<file path="src/rtl/montgomery_power_select.sv">
// -----------------------------------------------------------------------------
// montgomery_power_select
//
// Sits between the Montgomery squarer stream and the modular-product
// accumulator. The squarer delivers x, x^2, x^4, ... x^(2^(HIGHEST_EXPONENT-1)).
// Each power arrives as NUM_BLOCKS blocks, LSB block first. A power is
// forwarded only when its exponent bit is 1. The exponent arrives as
// REGISTER_SIZE-bit words. Each word is released with a consumed pulse.
//
// Optional feature (macro POWER_SELECT_COUNT_EN):
//   Adds selected_count_out, the number of powers forwarded in the current
//   exponentiation. The value holds through done_out. It clears when the
//   next run starts.
//
// Ports:
//   clk_in                 clock
//   rst_in                 synchronous active-high reset
//   power_block_in         power block from squarer
//   power_valid_in         power_block_in valid this cycle
//   exponent_block_in      current exponent word, LSB = lowest power index
//   consumed_exponent_out  pulse: current exponent word fully used
//   selected_block_out     forwarded power block (0 when not valid)
//   selected_valid_out     selected_block_out valid
//   selected_last_out      final block of a forwarded power
//   done_out               pulse: all HIGHEST_EXPONENT powers processed
//   selected_count_out     (POWER_SELECT_COUNT_EN only) forwarded power count
//
// All outputs are registered. Latency is one cycle from the input block.
// -----------------------------------------------------------------------------
module montgomery_power_select #(
    parameter int REGISTER_SIZE = 32,
    parameter int BITS_IN_NUM   = 2048,
    parameter int NUM_BLOCKS    = 2 * BITS_IN_NUM / REGISTER_SIZE
) (
    input  logic                     clk_in,
    input  logic                     rst_in,
    input  logic [REGISTER_SIZE-1:0] power_block_in,
    input  logic                     power_valid_in,
    input  logic [REGISTER_SIZE-1:0] exponent_block_in,
    output logic                     consumed_exponent_out,
    output logic [REGISTER_SIZE-1:0] selected_block_out,
    output logic                     selected_valid_out,
    output logic                     selected_last_out,
    output logic                     done_out
`ifdef POWER_SELECT_COUNT_EN
    ,
    output logic [$clog2(BITS_IN_NUM):0] selected_count_out
`endif
);

    localparam int HIGHEST_EXPONENT = BITS_IN_NUM;
    localparam int BLK_W = $clog2(NUM_BLOCKS);
    localparam int PWR_W = $clog2(HIGHEST_EXPONENT);
    localparam int IDX_W = $clog2(REGISTER_SIZE);
    localparam int unsigned RS_U = REGISTER_SIZE;

    typedef enum logic {
        S_IDLE,
        S_STREAM
    } state_t;

    state_t r_state;
    state_t w_state_nxt;

    logic [BLK_W-1:0]         r_block_ctr;
    logic [PWR_W-1:0]         r_power_ctr;
    logic [REGISTER_SIZE-1:0] r_sel_block;
    logic                     r_sel_valid;
    logic                     r_sel_last;
    logic                     r_consumed;
    logic                     r_done;

    logic [IDX_W-1:0] w_bit_idx;
    logic             w_sel_bit;
    logic             w_last_blk;
    logic             w_last_pow;
    logic             w_last_word_bit;
    logic             w_fwd;
    logic             w_run_end;
    logic             w_run_start;

    // Bit position of the current power within the current exponent word.
    assign w_bit_idx       = IDX_W'(32'(r_power_ctr) % RS_U);
    assign w_sel_bit       = exponent_block_in[w_bit_idx];
    assign w_last_blk      = (r_block_ctr == BLK_W'(NUM_BLOCKS - 1));
    assign w_last_pow      = (r_power_ctr == PWR_W'(HIGHEST_EXPONENT - 1));
    assign w_last_word_bit = (w_bit_idx == IDX_W'(REGISTER_SIZE - 1));
    assign w_fwd           = power_valid_in && w_sel_bit;
    assign w_run_end       = power_valid_in && w_last_blk && w_last_pow;
    // A valid block seen in IDLE is block 0 of power 0 of a new run.
    assign w_run_start     = power_valid_in && (r_state == S_IDLE);

    // ---------------- FSM ----------------
    always_ff @(posedge clk_in) begin
        if (rst_in) r_state <= S_IDLE;
        else        r_state <= w_state_nxt;
    end

    always_comb begin
        w_state_nxt = r_state;
        case (r_state)
            S_IDLE:   if (power_valid_in) w_state_nxt = S_STREAM;
            S_STREAM: if (w_run_end)      w_state_nxt = S_IDLE;
            default:  w_state_nxt = S_IDLE;
        endcase
        // This handles a one-block, one-power configuration.
        if (w_run_end) w_state_nxt = S_IDLE;
    end

    // ---------------- counters ----------------
    // Both counters wrap to 0 at the end of a run. A block arriving on the
    // done_out cycle then starts the next run with no bubble.
    always_ff @(posedge clk_in) begin
        if (rst_in) begin
            r_block_ctr <= '0;
            r_power_ctr <= '0;
        end else if (power_valid_in) begin
            if (w_last_blk) begin
                r_block_ctr <= '0;
                r_power_ctr <= w_last_pow ? '0 : r_power_ctr + 1'b1;
            end else begin
                r_block_ctr <= r_block_ctr + 1'b1;
            end
        end
    end

    // ---------------- registered outputs ----------------
    always_ff @(posedge clk_in) begin
        if (rst_in) begin
            r_sel_block <= '0;
            r_sel_valid <= 1'b0;
            r_sel_last  <= 1'b0;
            r_consumed  <= 1'b0;
            r_done      <= 1'b0;
        end else begin
            r_sel_block <= w_fwd ? power_block_in : '0;
            r_sel_valid <= w_fwd;
            r_sel_last  <= w_fwd && w_last_blk;
            r_consumed  <= power_valid_in && w_last_blk && w_last_word_bit;
            r_done      <= w_run_end;
        end
    end

    assign selected_block_out    = r_sel_block;
    assign selected_valid_out    = r_sel_valid;
    assign selected_last_out     = r_sel_last;
    assign consumed_exponent_out = r_consumed;
    assign done_out              = r_done;

`ifdef POWER_SELECT_COUNT_EN
    logic [$clog2(BITS_IN_NUM):0] r_count;

    // A new run replaces the count. Its first block can itself complete a
    // forwarded power when NUM_BLOCKS is 1.
    always_ff @(posedge clk_in) begin
        if (rst_in) begin
            r_count <= '0;
        end else if (w_run_start) begin
            r_count <= (w_fwd && w_last_blk) ? 1 : 0;
        end else if (w_fwd && w_last_blk) begin
            r_count <= r_count + 1'b1;
        end
    end

    assign selected_count_out = r_count;
`endif

endmodule

</file>
<file path="config.mk">
export PLATFORM = sky130hd
export DESIGN_NAME = montgomery_power_select
export DESIGN_NICKNAME = d
export VERILOG_FILES = /design/src/rtl/montgomery_power_select.sv
export SDC_FILE = /design/constraint.sdc
export NUM_CORES = 1
export LEC_CHECK = 0
export BUFFER_PORTS_ARGS = -buffer_cell sky130_fd_sc_hd__buf_2
export CAP_MARGIN = 30
export CORE_MARGIN = 1.5
export CORE_UTILIZATION = 40
export DETAILED_ROUTE_END_ITERATION = 16
export GPL_TIMING_DRIVEN = 1
export PLACE_DENSITY = 0.69
export SLEW_MARGIN = 20
export SYNTH_ARGS = -nofsm -noshare
export SYNTH_HDL_FRONTEND = slang
export SYNTH_SLANG_ARGS = --single-unit
</file>
<file path="constraint.sdc">
create_clock -name clk_in -period 2.3 [get_ports clk_in]
set_input_delay 0.345 -clock clk_in [delete_from_list [all_inputs] [get_ports clk_in]]
set_output_delay 0.345 -clock clk_in [all_outputs]
set_load 0.03 [all_outputs]
</file>
### Yosys cells after proc, flatten, opt, wreduce, memory -nomap -nowiden

Cells that the tools add are included.

* word-level logic and storage cells: 25
* flip-flop bits (word level): 54

* $add $sub $neg: 2
* $lt $le $gt $ge: 1
* reductions and logical operators: 7
* muxes and demuxes: 4
* bitwise operators: 1
* equal/unequal tests: 3

Operator list (number)
* adder 11 x 1 -> 11 bit, second input constant: 1
* equality test 11 bit, second input constant: 1
* 2-to-1 mux 11 bit: 1
* adder 7 x 1 -> 7 bit, second input constant: 1
* equality test 7 bit, second input constant: 1
* 2-to-1 mux 7 bit: 1
* less-than comparator 5 x 6 -> 1 bit, second input constant: 1
* binary-select mux 1 bit (select 5 bit): 1
* equality test 5 bit, second input constant: 1
* logical AND 1 bit: 5
* AND reduction 2 bit: 1
* OR reduction 2 bit: 1
* 2-to-1 mux 1 bit: 1
* NOT 1 bit: 1

### Depth between registers and ports, before layout

Gate-level depths: netlist (run 1).

* depth after elaboration: 5
* gate-level depth with buffers: 8
* depth with buffers taken out: 7

### Worst setup path before layout (run 1)

OpenSTA, ideal clock, no wires.

* kind: reg2reg
* start point: register r_block_ctr[0]
* end point: register r_power_ctr[10]
* setup slack: 0.508 ns
* clock period less this slack: 1.792 ns
* cell stages (with the launch flop): 8
* path buffers: 1
* arrival: 1.665 ns
* required time: 2.172 ns
* path through: dfxtp_1 ha_1 nand3_1 or3_1 clkbuf_2 nor4_2 xnor2_1 nor2_1

* word-level cells in the longest chain between the ends: 2

Ends and longest elaborated chain
* start: declaration: RTL line 65 `logic [BLK_W-1:0] r_block_ctr;`
* start signal: assignment: RTL line 122 `r_block_ctr <= r_block_ctr + 1'b1;`
* equality test 7 bit: RTL line 85 `assign w_last_blk = (r_block_ctr == BLK_W'(NUM_BLOCKS - 1));`
* AND reduction 2 bit (no source line)
* end signal: assignment: RTL line 120 `r_power_ctr <= w_last_pow ? '0 : r_power_ctr + 1'b1;`
* end: declaration: RTL line 66 `logic [PWR_W-1:0] r_power_ctr;`

Every way passes these cells.
A chain may end at the register's enable or synchronous reset.

### Final worst setup path (run 1)

Same ends and word-level chain as after synthesis.

==> summary.txt, run 1 <==
Routing
  – DR vias/cell: 4.95
  – Post-route antenna net violation count: 0
  – Via count: 2109
  – Final Routed Wirelength: between 5000 and 6000 um
  – DR pass1 iterations: 4
  – # DRC: 0
  – DRC violation total after the first TritonRoute iteration: 90
  – Routed WL per cell: between 10 and 15 um

Timing
  – Max Fclk: 511 MHz
  – Fin Clk Skew: 0.00835 ns
  – Tcrit/Tclk final: 0.851
  – Tightest Pin Transition: 0.526 ns
  – # setup viols final: 0
  – Final Hold Fails: 0
  – RSZ-0062 raised after global routing: false
  – Final worst path period need: 1.96 ns
  – Slew headroom: 0.647
  – Final Max Tran Viols: 0
  – Fin worst setup slack: around 0.34 ns
  – Final TNS setup: 0 ns

Run
  – Max-cap violations: 0

Floorplan
  – FP Rows: 27
  – Die Y: 79.9 um
  – Ports: slightly above 100
  – Die area: ~6400 um^2
  – Initial Utilization: 0.422
  – Die Wd: ~80 um
  – CORE AREA: around 5600 um^2

Power
  – Sw Share: 0.251
  – P_leak: between 1 and 1.5 nW
  – Net Sw Power: between 0.0004 and 0.0005 W
  – Power Total: roughly 0.0017 W
  – P_int: around 0.0013 W
  – Seq pwr share: 0.573
  – Clock power share: 0.329
  – Maximum vdd drop: between 0.2 and 0.3 mV
  – Power Dens Cells: between 500 and 600 nW/um^2
  – Comb pwr share: 0.098

Cells and area
  – Most common cell after layout, fill and taps aside: buf_2
  – Fillcell total: 539
  – Share of cells above drive strength 1: 0.362
  – Area growth syn-to-layout: 25.2%
  – Diodes inserted: 0
  – Final net count: roughly 420
  – Commonest non-fill, non-tap cells in the layout: buf_2 (102), dfxtp_1 (54), nor2_1 (48), nand3_1 (38), mux2i_1 (17)

Clock tree
  – Post-CTS setup buffers: 0
  – Clock-pin slew on the worst setup and hold paths: 0.10 ns
  – H-tree levels: 2
  – CTS buffer count: 5
  – Insertion delay to the later sink of the worst-skew pair: roughly 0.31 ns
  – Post-CTS sizing: 0
  – Sink Count: 54
  – CTS tree: yes
  – Clk root buf: clkbuf_8
  – Clk buf depth: 2
  – # hold bufs at CTS: 0

GRT
  – Number of global-route vias before repair: around 1900
  – Total global routing overflow: 0
  – GRT Total Usage: 0.164
  – Largest net degree at the start of global routing: 35
  – Initial antenna violation count: 0
  – First-pass GRT wire length: roughly 8000 um

Placed design
  – HPWL Detailed: ~3800 um
  – Worst slack, placed: approximately 0.38 ns
  – RePlAce Congestion: ~0.76
  – I/O Buffers: around 100

Synth
  – Sequential area share after synthesis: 0.457
  – Post-synthesis cell type count: 41
  – Biggest area consumer among synthesized cells: dfxtp_1
  – Mapped cell area: approximately 2400 um^2
  – Top-area cell type share of the netlist area: 0.457
  – Post-Synthesis Cells: 255
  – Area contributors post-synth: dfxtp_1 (46%), nand3_1 (8.0%), nor2_1 (7.6%), mux2i_1 (7.2%), buf_6 (3.3%)
  – Synthesis warning total: 0
  – Syn nets: approximately 330
  – Post-synthesis register bit count: 54
  – Mean post-synth cell area: approximately 9 um^2

Min path
  – Worst hold path class: in -> reg
  – Hold Path Depth: 3

Setup path
  – Family with the most delay on the worst path: simple AND/OR/NAND/NOR gates
  – Crit-path slowest cell: or3_1
  – Reg2Reg Depth: 6
  – Buffers & Inverters on Critical Path: 0
  – Critical Path Fanout Max: 7
  – Critical path class: reg -> reg
  – Crit path DAT: about 2.2 ns
  – Worst path cell trace: ha_1, nand3_1, or3_1, nor4_2, xnor2_1, nor2_1
  – CP peak stage delay: about 0.50 ns
  – Worst setup SP type: flop
  – Stages on the worst setup path: 6
  – Worst setup EP type: flop
  – Worst endpoint required time: around 2.5 ns

Status
  – Status: completed
[worst register-to-register path, cell delays in order (launching register included)]
cell     delay, ns
dfxtp_1       0.43
ha_1          0.23
nand3_1       0.17
or3_1         0.50
nor4_2        0.32
xnor2_1       0.15
nor2_1        0.05
[synthesized netlist by cell type]
master,count
nor4_2,1
nand3_1,38
and4_1,1
dfxtp_1,54
nor3b_1,1
a211o_1,1
nor4_1,1
ha_1,3
a22oi_1,6
buf_8,3
clkbuf_1,1
xor2_1,7
nor2b_2,1
a22o_2,2
mux2i_1,17
nor3_1,7
buf_4,1
inv_1,2
o21ai_0,2
nand2_1,15
nand2b_1,1
nor2_1,48
nand3_2,1
a21oi_1,6
clkbuf_2,3
a21o_1,1
xnor2_1,4
a211oi_1,1
and2_2,1
a311o_1,1
and3_1,1
nor2_2,1
and2b_2,1
buf_6,7
clkbuf_8,3
nand2_2,1
or3_1,4
o211ai_4,1
or2b_2,1
a2bb2oi_1,2
nand4_1,2
[metrics by stage]
step / cell area [um^2] / hold WS, ns / utilization / std cells
after floorplan: 2360 / 0.414 / - / 255
after global placement: 2860 / 0.480 / 0.511 / 418
after detailed placement: 2860 / 0.496 / 0.511 / 418
after CTS: 2960 / 0.234 / 0.528 / 426
after global routing: 2960 / 0.224 / 0.528 / 426
final: 2960 / 0.246 / 0.528 / 426
[power groups by stage]
stage,Sequential (W),Combinational [W],Clock [W]
global placement,0.000982,0.000164,0
floorplan,0.00101,0.0000584,0
detailed placement,0.000983,0.000165,0
global route,0.000963,0.000180,0.000609
CTS,0.000961,0.000166,0.000573
finish,0.000961,0.000165,0.000551
[flip-flops by register name, summed over array words and instances (netlist names)]
signal                 count
consumed_exponent_out      1
done_out                   1
r_block_ctr                7
r_power_ctr               11
selected_block_out        32
selected_last_out          1
selected_valid_out         1
[cells by family (layout without fill, tap and decap cells)]
kind of cell,after synthesis,count (layout),share of synthesized area
AOI/OAI and AO/OA,23,23,0.0751
DFF,54,54,0.457
and+or+nand+nor,127,127,0.255
muxes,17,17,0.0720
xor gates and xnor gates,11,11,0.0407
buffers and inverters,20,119,0.0841
adders and majority gates,3,3,0.0159
[final cells by class]
class | count | area, um^2 | share of cell area
Clock buffer | 5 | 68.8 | 0.0232
Clock inverter | 3 | 28.8 | 0.00972
Sequential cell | 54 | 1080 | 0.365
Timing Repair Buffer | 109 | 601 | 0.203
Tap cell | 72 | 90.1 | 0.0304
Multi-Input combinational cell | 181 | 1080 | 0.366
Inverter | 2 | 7.51 | 0.00253
[metal layers]
metal / GRT usage / vias up / wire (um)
met4: 0.0517 / 0 / 57
met1: 0.197 / 964 / 2350
met2: 0.281 / 71 / 2360
li1: - / 1069 / -
met5: 0 / - / 0
met3: 0.0457 / 5 / 397
[worst paths after layout]
kind,from,endpoint,slack (ns)
worst max-delay path,r_block_ctr[0],r_power_ctr[10],0.34
worst min-delay path,power_block_in[16],selected_block_out[16],0.25
worst max register to register,r_block_ctr[0],r_power_ctr[10],0.34
worst min register to register,r_block_ctr[6],r_block_ctr[6],0.52
(Power assumes the default switching activity.)
==> run 2, diff against run 1 <==
--- a/config.mk
+++ b/config.mk
@@ -13,3 +13,3 @@
 export GPL_TIMING_DRIVEN = 1
-export PLACE_DENSITY = 0.69
+export PLACE_DENSITY = 0.72
 export SLEW_MARGIN = 20
==> constraint.sdc (replaced) <==
create_clock -name clk_in -period 1.6 [get_ports clk_in]
set_input_delay 0.08 -clock clk_in [delete_from_list [all_inputs] [get_ports clk_in]]
set_output_delay 0.08 -clock clk_in [all_outputs]
set_load 0.03 [all_outputs]
==> run 2 against run 1 <==
Against the previous run: the run now ends with setup timing left; critical path type unchanged; largest cell class unchanged; via count is 11% higher; register-to-register slack worse by 0.47 ns; non-clock buffer count grew 51; flip-flop and latch count did not move; die area stayed put; largest power group unchanged; hold slack worse by 0.24 ns; wire length rose by 34%; setup slack worse by 0.47 ns; clock power is 45% higher; combinational power rose by 100%; final area up 26%; fmax is 13% higher.
==> summary.txt, run 2 (synthesis gave the netlist of run 1 again) <==
Cells and area
  – Design area: 3730 um^2 (was 2960 um^2)
  – Final net count: 474 (was 423)
  – Max reg flops: 32 (unchanged)
  – Share of cells above drive strength 1: 0.481 (was 0.362)
  – Commonest non-fill, non-tap cells in the layout: buf_2 (102), dfxtp_1 (49), nor2_1 (46), dlygate4sd3_1 (25) (was buf_2 (102), dfxtp_1 (54), nor2_1 (48), nand3_1 (38), mux2i_1 (17))
  – Diodes inserted: 0 (unchanged)
  – Most common cell after layout, fill and taps aside: buf_2 (unchanged)
  – Area growth syn-to-layout: 57.7% (was 25.2%)

Routing
  – Routed WL per cell: 14.5 um (was 12.1 um)
  – DRC violation total after the first TritonRoute iteration: 73 (was 90)
  – DR pass1 iterations: 4 (unchanged)
  – DR vias/cell: 4.92 (was 4.95)
  – # DRC: 0 (unchanged)
  – Met1 WL: 2810 um (was 2350 um)
  – Top Metal Used: met4 (unchanged)
  – Routed wl met2: 3630 um (was 2360 um)
  – Met3 wire length: 396 um (was 397 um)
  – Final Routed Wirelength: 6920 um (was 5170 um)
  – Post-route antenna net violation count: 0 (unchanged)
  – Via count: 2347 (was 2109)

Floorplan
  – Die area: 6380 um^2 (unchanged)
  – FP Rows: 27 (unchanged)
  – CORE AREA: 5610 um^2 (unchanged)
  – Die Y: 79.9 um (unchanged)
  – Initial Utilization: 0.422 (unchanged)
  – Ports: 103 (unchanged)
  – Die Wd: 79.9 um (unchanged)

Setup path
  – Worst path cell trace: buf_12, mux2i_2, a22oi_1, a211o_1, clkbuf_16, nand3_2, nor2_1 (was ha_1, nand3_1, or3_1, nor4_2, xnor2_1, nor2_1)
  – Crit path DAT: 1.93 ns (was 2.15 ns)
  – Critical path class: reg -> reg (unchanged)
  – Family with the most delay on the worst path: compound AO/OA/AOI/OAI gates (was simple AND/OR/NAND/NOR gates)
  – Worst setup EP type: flop (unchanged)
  – Buffers & Inverters on Critical Path: 2 (was 0)
  – Worst endpoint required time: 1.81 ns (was 2.50 ns)
  – Crit-path slowest cell: dfxtp_4 (was or3_1)
  – Worst setup SP type: flop (unchanged)
  – Critical Path Fanout Max: 16 (was 7)
  – CP peak stage delay: 0.39 ns (was 0.50 ns)

Power
  – Clock power share: 0.319 (was 0.329)
  – Power Total: 0.00251 W (was 0.00168 W)
  – Net Sw Power: 0.000647 W (was 0.000421 W)
  – Power Dens Cells: 674 nW/um^2 (was 566 nW/um^2)
  – P_int: 0.00187 W (was 0.00126 W)
  – P_leak: 1.78 nW (was 1.39 nW)
  – Sw Share: 0.258 (was 0.251)
  – Comb pwr share: 0.132 (was 0.098)
  – Seq pwr share: 0.549 (was 0.573)
  – Maximum vdd drop: 0.377 mV (was 0.261 mV)

Clock tree
  – CTS tree: yes (unchanged)
  – Clk root buf: clkbuf_8 (unchanged)
  – Clk buf depth: 2 (unchanged)
  – H-tree levels: 2 (unchanged)
  – Insertion delay to the later sink of the worst-skew pair: 0.31 ns (about the same)
  – Sink Count: 54 (unchanged)
  – Clock-pin slew on the worst setup and hold paths: 0.10 ns (about the same)
  – CTS buffer count: 5 (unchanged)

GRT
  – Initial antenna violation count: 0 (unchanged)
  – Total global routing overflow: 0 (unchanged)
  – First-pass GRT wire length: 9590 um (was 8250 um)
  – Number of global-route vias before repair: 2216 (was 1882)
  – GRT Total Usage: 0.191 (was 0.164)
  – Largest net degree at the start of global routing: 35 (unchanged)

Timing
  – Final Max Tran Viols: 0 (unchanged)
  – Final TNS setup: -3.39 ns (was 0 ns)
  – Fin Clk Skew: 0.00907 ns (was 0.00835 ns)
  – Final worst path period need: 1.73 ns (was 1.96 ns)
  – Tightest Pin Transition: 0.262 ns (was 0.526 ns)
  – # setup viols final: 34 (was 0)
  – Tcrit/Tclk final: 1.08 (was 0.851)
  – RSZ-0062 raised after global routing: true (was false)
  – Fin worst setup slack: -0.127 ns (was 0.343 ns)
  – Max Fclk: 579 MHz (was 511 MHz)
  – Slew headroom: 0.825 (was 0.647)
  – Final Hold Fails: 0 (unchanged)

Placed design
  – RePlAce Congestion: 0.804 (was 0.762)
  – Worst slack, placed: -0.103 ns (was 0.377 ns)
  – HPWL Detailed: 4190 um (was 3830 um)
  – DP Area: 3160 um^2 (was 2860 um^2)
  – I/O Buffers: 102 (unchanged)

Run
  – Max-cap violations: 0 (unchanged)

Status
  – Status: complete, but fails checks (was completed)
  – Failing checks: setup timing

Min path
  – Worst hold path class: in -> reg (unchanged)
==> run 2: cell count changes in the layout (fill, tap and decap cells not counted), sizes merged <==
cell,change
clkbuf,+5
dlygate4sd3,+25
buf,+21
==> run 2: path summary, 6_finish.rpt <==
| path | slack, ns | startpoint | depth (start not counted) | end |
|---|---|---|---|---|
| worst min-delay path | 0.01 | power_block_in[24] | 3 | selected_block_out[24] |
| worst max-delay path | -0.13 | r_power_ctr[1] | 7 | selected_block_out[19] |
| worst min register to register | 0.50 | r_block_ctr[6] | 2 | r_block_ctr[6] |
| worst max register to register | -0.13 | r_power_ctr[1] | 7 | selected_block_out[19] |
==> run 2: layout make-up <==
type                    count  area, um^2
clock buffers               5        68.8
clock inverters             3        28.8
fillers                   445        1880
inverters                   2        7.51
multi-input cells         181        1280
flip-flops and latches     54        1090
well taps                  72        90.1
repair buffers            160        1160
==> run 2: power groups by stage <==
stage               clock network, W  registers (W)  logic (W)
finish                      0.000801        0.00138   0.000333
global route                0.000866        0.00138   0.000358
CTS                         0.000823        0.00138   0.000317
detailed placement                 0        0.00141   0.000267
global placement                   0        0.00141   0.000263
floorplan                          0        0.00146  0.0000927
==> run 2: per-layer routing <==
| metal | GRT usage | vias to the layer above |
|---|---|---|
| met2 | 0.357 | 81 |
| met3 | 0.0400 | 9 |
| li1 | - | 1172 |
| met4 | 0.0517 | 0 |
| met1 | 0.217 | 1085 |
| met5 | 0 | - |
==> run 2: through the flow <==
step,hold WS [ns],util,std cells
after detailed placement,0.307,0.563,435
after global routing,0.00463,0.665,477
final,0.0107,0.665,477
after global placement,0.306,0.563,435
after floorplan,0.139,-,255
after CTS,0.000952,0.627,468
==> run 2: timing repair <==
| item | CTS | global route |
|---|---|---|
| buffers inserted | 0 | 4 |
| cloned | 0 | 5 |
| hold buffers | 25 | 0 |
| setup endpoints to repair | 36 | 41 |
| hold endpoints to repair | 25 | 0 |
| gates resized for setup | 3 | 15 |
| pin swaps | 1 | 7 |
==> run 2: worst reg2reg max path: stages, from the launching register on <==
cell and delay [ns]:
dfxtp_4 0.39, buf_12 0.14, mux2i_2 0.24, a22oi_1 0.13
a211o_1 0.38, clkbuf_16 0.22, nand3_2 0.08, nor2_1 0.04
==> run 3, diff against run 2 <==
Settings changed: CTS_CLUSTER_SIZE from default to 12, SETUP_SLACK_MARGIN from default to 0.02.
==> run 3 against run 2 <==
Against the previous run: sequential power barely moved; non-clock buffer count rose by 2; die area did not move; the run still ends with setup timing left; final area fell by 0.54%; largest cell class unchanged; register-to-register slack improved by 0.08 ns; fmax rose by 4.6%; critical endpoint unchanged.
==> summary.txt, run 3 (synthesis gave the netlist of run 1 again) <==
Power
  – Comb pwr share: 0.126 (was 0.132)
  – P_int: 0.00202 W (was 0.00187 W)
  – Power Dens Cells: 710 nW/um^2 (was 674 nW/um^2)
  – Clock power share: 0.352 (was 0.319)
  – Maximum vdd drop: 0.352 mV (was 0.377 mV)
  – Sw Share: 0.235 (was 0.258)
  – P_leak: 1.80 nW (was 1.78 nW)
  – Seq pwr share: 0.522 (was 0.549)
  – Net Sw Power: 0.000618 W (was 0.000647 W)

Setup path
  – Crit path top cell by count: buf_12
  – CP peak stage delay: 0.38 ns (was 0.39 ns)
  – Critical Path Fanout Max: 22 (was 16)
  – Worst path cell trace: buf_12, mux2i_1, a22o_2, o211ai_4, buf_12, nand3_1, nor2_1 (was buf_12, mux2i_2, a22oi_1, a211o_1, clkbuf_16, nand3_2, nor2_1)
  – Worst setup SP type: flop (unchanged)
  – Worst endpoint required time: 1.85 ns (was 1.81 ns)
  – Crit-path slowest cell: dfxtp_4 (unchanged)
  – Worst setup EP type: flop (unchanged)
  – Critical path class: reg -> reg (unchanged)
  – Crit path DAT: 1.90 ns (was 1.93 ns)

Timing
  – RSZ-0062 raised after global routing: true (unchanged)
  – Final Max Tran Viols: 0 (unchanged)
  – Fin Clk Skew: 0.00863 ns (was 0.00907 ns)
  – # setup viols final: 34 (unchanged)
  – WHS: 0.00863 ns (was 0.0107 ns)
  – Max Fclk: 605 MHz (was 579 MHz)
  – Final worst path period need: 1.65 ns (was 1.73 ns)
  – Fin worst setup slack: -0.0516 ns (was -0.127 ns)
  – Tightest Pin Transition: 0.271 ns (was 0.262 ns)
  – Final Hold Fails: 0 (unchanged)
  – Slew headroom: 0.819 (was 0.825)
  – Tcrit/Tclk final: 1.03 (was 1.08)

Clock tree
  – Clk root buf: clkbuf_8 (unchanged)
  – Sink Count: 54 (unchanged)
  – CTS tree: yes (unchanged)
  – H-tree levels: 2 (unchanged)
  – Clk buf depth: 2 (unchanged)
  – CTS buffer count: 5 (unchanged)
  – Clock-pin slew on the worst setup and hold paths: 0.10 ns (about the same)
  – Insertion delay to the later sink of the worst-skew pair: 0.31 ns (about the same)

Routing
  – Post-route antenna net violation count: 0 (unchanged)
  – DRC violation total after the first TritonRoute iteration: 87 (was 73)
  – # DRC: 0 (unchanged)
  – Via count: 2318 (was 2347)
  – DR pass1 iterations: 4 (unchanged)
  – DR vias/cell: 4.84 (was 4.92)
  – Final Routed Wirelength: 6240 um (was 6920 um)
  – Routed WL per cell: 13.0 um (was 14.5 um)

Status
  – Status: complete, but fails checks (unchanged)
  – Failing checks: setup timing (unchanged)

Cells and area
  – Most common cell after layout, fill and taps aside: buf_2 (unchanged)
  – Commonest non-fill, non-tap cells in the layout: buf_2 (102), dfxtp_1 (48), nor2_1 (47), dlygate4sd3_1 (30) (was buf_2 (102), dfxtp_1 (49), nor2_1 (46), dlygate4sd3_1 (25))
  – Area growth syn-to-layout: 56.8% (was 57.7%)
  – Fillcell total: 437 (was 445)
  – Diodes inserted: 0 (unchanged)
  – Final net count: 476 (was 474)
  – Max reg flops: 32 (unchanged)
  – Share of cells above drive strength 1: 0.469 (was 0.481)
  – Post-Layout Cell Count: 479 (was 477)

Run
  – Max-cap violations: 0 (unchanged)

Floorplan
  – FP Rows: 27 (unchanged)
  – Die Wd: 79.9 um (unchanged)
  – Die area: 6380 um^2 (unchanged)
  – Die Y: 79.9 um (unchanged)
  – Initial Utilization: 0.422 (unchanged)
  – CORE AREA: 5610 um^2 (unchanged)
  – Ports: 103 (unchanged)

Placed design
  – HPWL Detailed: 4190 um (about the same)
  – RePlAce Congestion: 0.774 (was 0.804)
  – I/O Buffers: 102 (unchanged)
  – Worst slack, placed: -0.0923 ns (was -0.103 ns)
  – Placed instance count: 440 (was 435)

GRT
  – Initial antenna violation count: 0 (unchanged)
  – GRT Total Usage: 0.191 (about the same)
  – Number of global-route vias before repair: 2203 (was 2216)
  – First-pass GRT wire length: 9720 um (was 9590 um)
  – Largest net degree at the start of global routing: 35 (unchanged)
  – Total global routing overflow: 0 (unchanged)

Min path
  – Worst hold path class: in -> reg (unchanged)
run 3: cell count changes in the layout (fill, tap and decap cells not counted), moves of 2 or more:
cell,before,now
nor3_4,0,2
dlygate4sd3_1,25,30
buf_6,1,3
buf_12,5,3
nor3_2,4,1
clkbuf_16,5,1
run 3: cell type report:
cell class	instances	area [um^2]	share of cell area
flip-flops and latches	54	1100	0.296
inverters	2	7.51	0.00202
clock inverters	3	47.5	0.0128
multi-input cells	181	1290	0.349
clock buffers	5	68.8	0.0186
repair buffers	162	1100	0.297
well taps	72	90.1	0.0243
run 3: critical path, delay by kind of cell, from the launching register on:
| kind | cells | cell delay, ns |
|---|---|---|
| AOI/OAI and AO/OA | 2 | 0.55 |
| buffers and inverters | 2 | 0.35 |
| DFF | 1 | 0.38 |
| muxes | 1 | 0.12 |
| and+or+nand+nor | 2 | 0.19 |
run 3: timing repair:
item | CTS | global route
endpoints found under the setup margin | 40 | 43
gates cloned | 0 | 1
gates resized for setup | 6 | 17
hold endpoints to repair | 28 | 2
pin swaps | 2 | 12
hold buffers | 28 | 2
setup buffers | 0 | 0
run 3: final timing paths:
check | start | to | slack (ns) | cells after the start
worst max register to register | r_power_ctr[1] | selected_block_out[19] | -0.05 | 7
worst max-delay path | r_power_ctr[1] | selected_block_out[19] | -0.05 | 7
worst min register to register | r_block_ctr[6] | r_block_ctr[6] | 0.50 | 2
worst min-delay path | power_block_in[26] | selected_block_out[26] | 0.009 | 3
run 3: per-layer routing:
| layer | GRT usage | wire length [um] |
|---|---|---|
| met5 | 0 | 0 |
| met4 | 0.0431 | 15 |
| met3 | 0.0446 | 378 |
| met2 | 0.337 | 3070 |
| met1 | 0.233 | 2770 |
run 3: power by group through the flow:
stage               clock network [W]  registers [W]  logic (W)
finish                       0.000928        0.00138   0.000331
global placement                    0        0.00141   0.000264
CTS                          0.000950        0.00138   0.000323
detailed placement                  0        0.00141   0.000268
floorplan                           0        0.00146  0.0000935
global route                  0.00102        0.00138   0.000357
run 3: through the flow:
step	cell area, um^2	total power [W]	utilization	setup TNS [ns]
2_1_floorplan	2520	0.00155	-	-0.682
3_3_place_gp	3170	0.00167	0.565	-1.06
3_5_place_dp	3170	0.00168	0.565	-1.95
4_1_cts	3590	0.00265	0.641	-1.96
5_1_grt	3710	0.00275	0.661	-3.94
6_report	3710	0.00263	0.661	-0.892
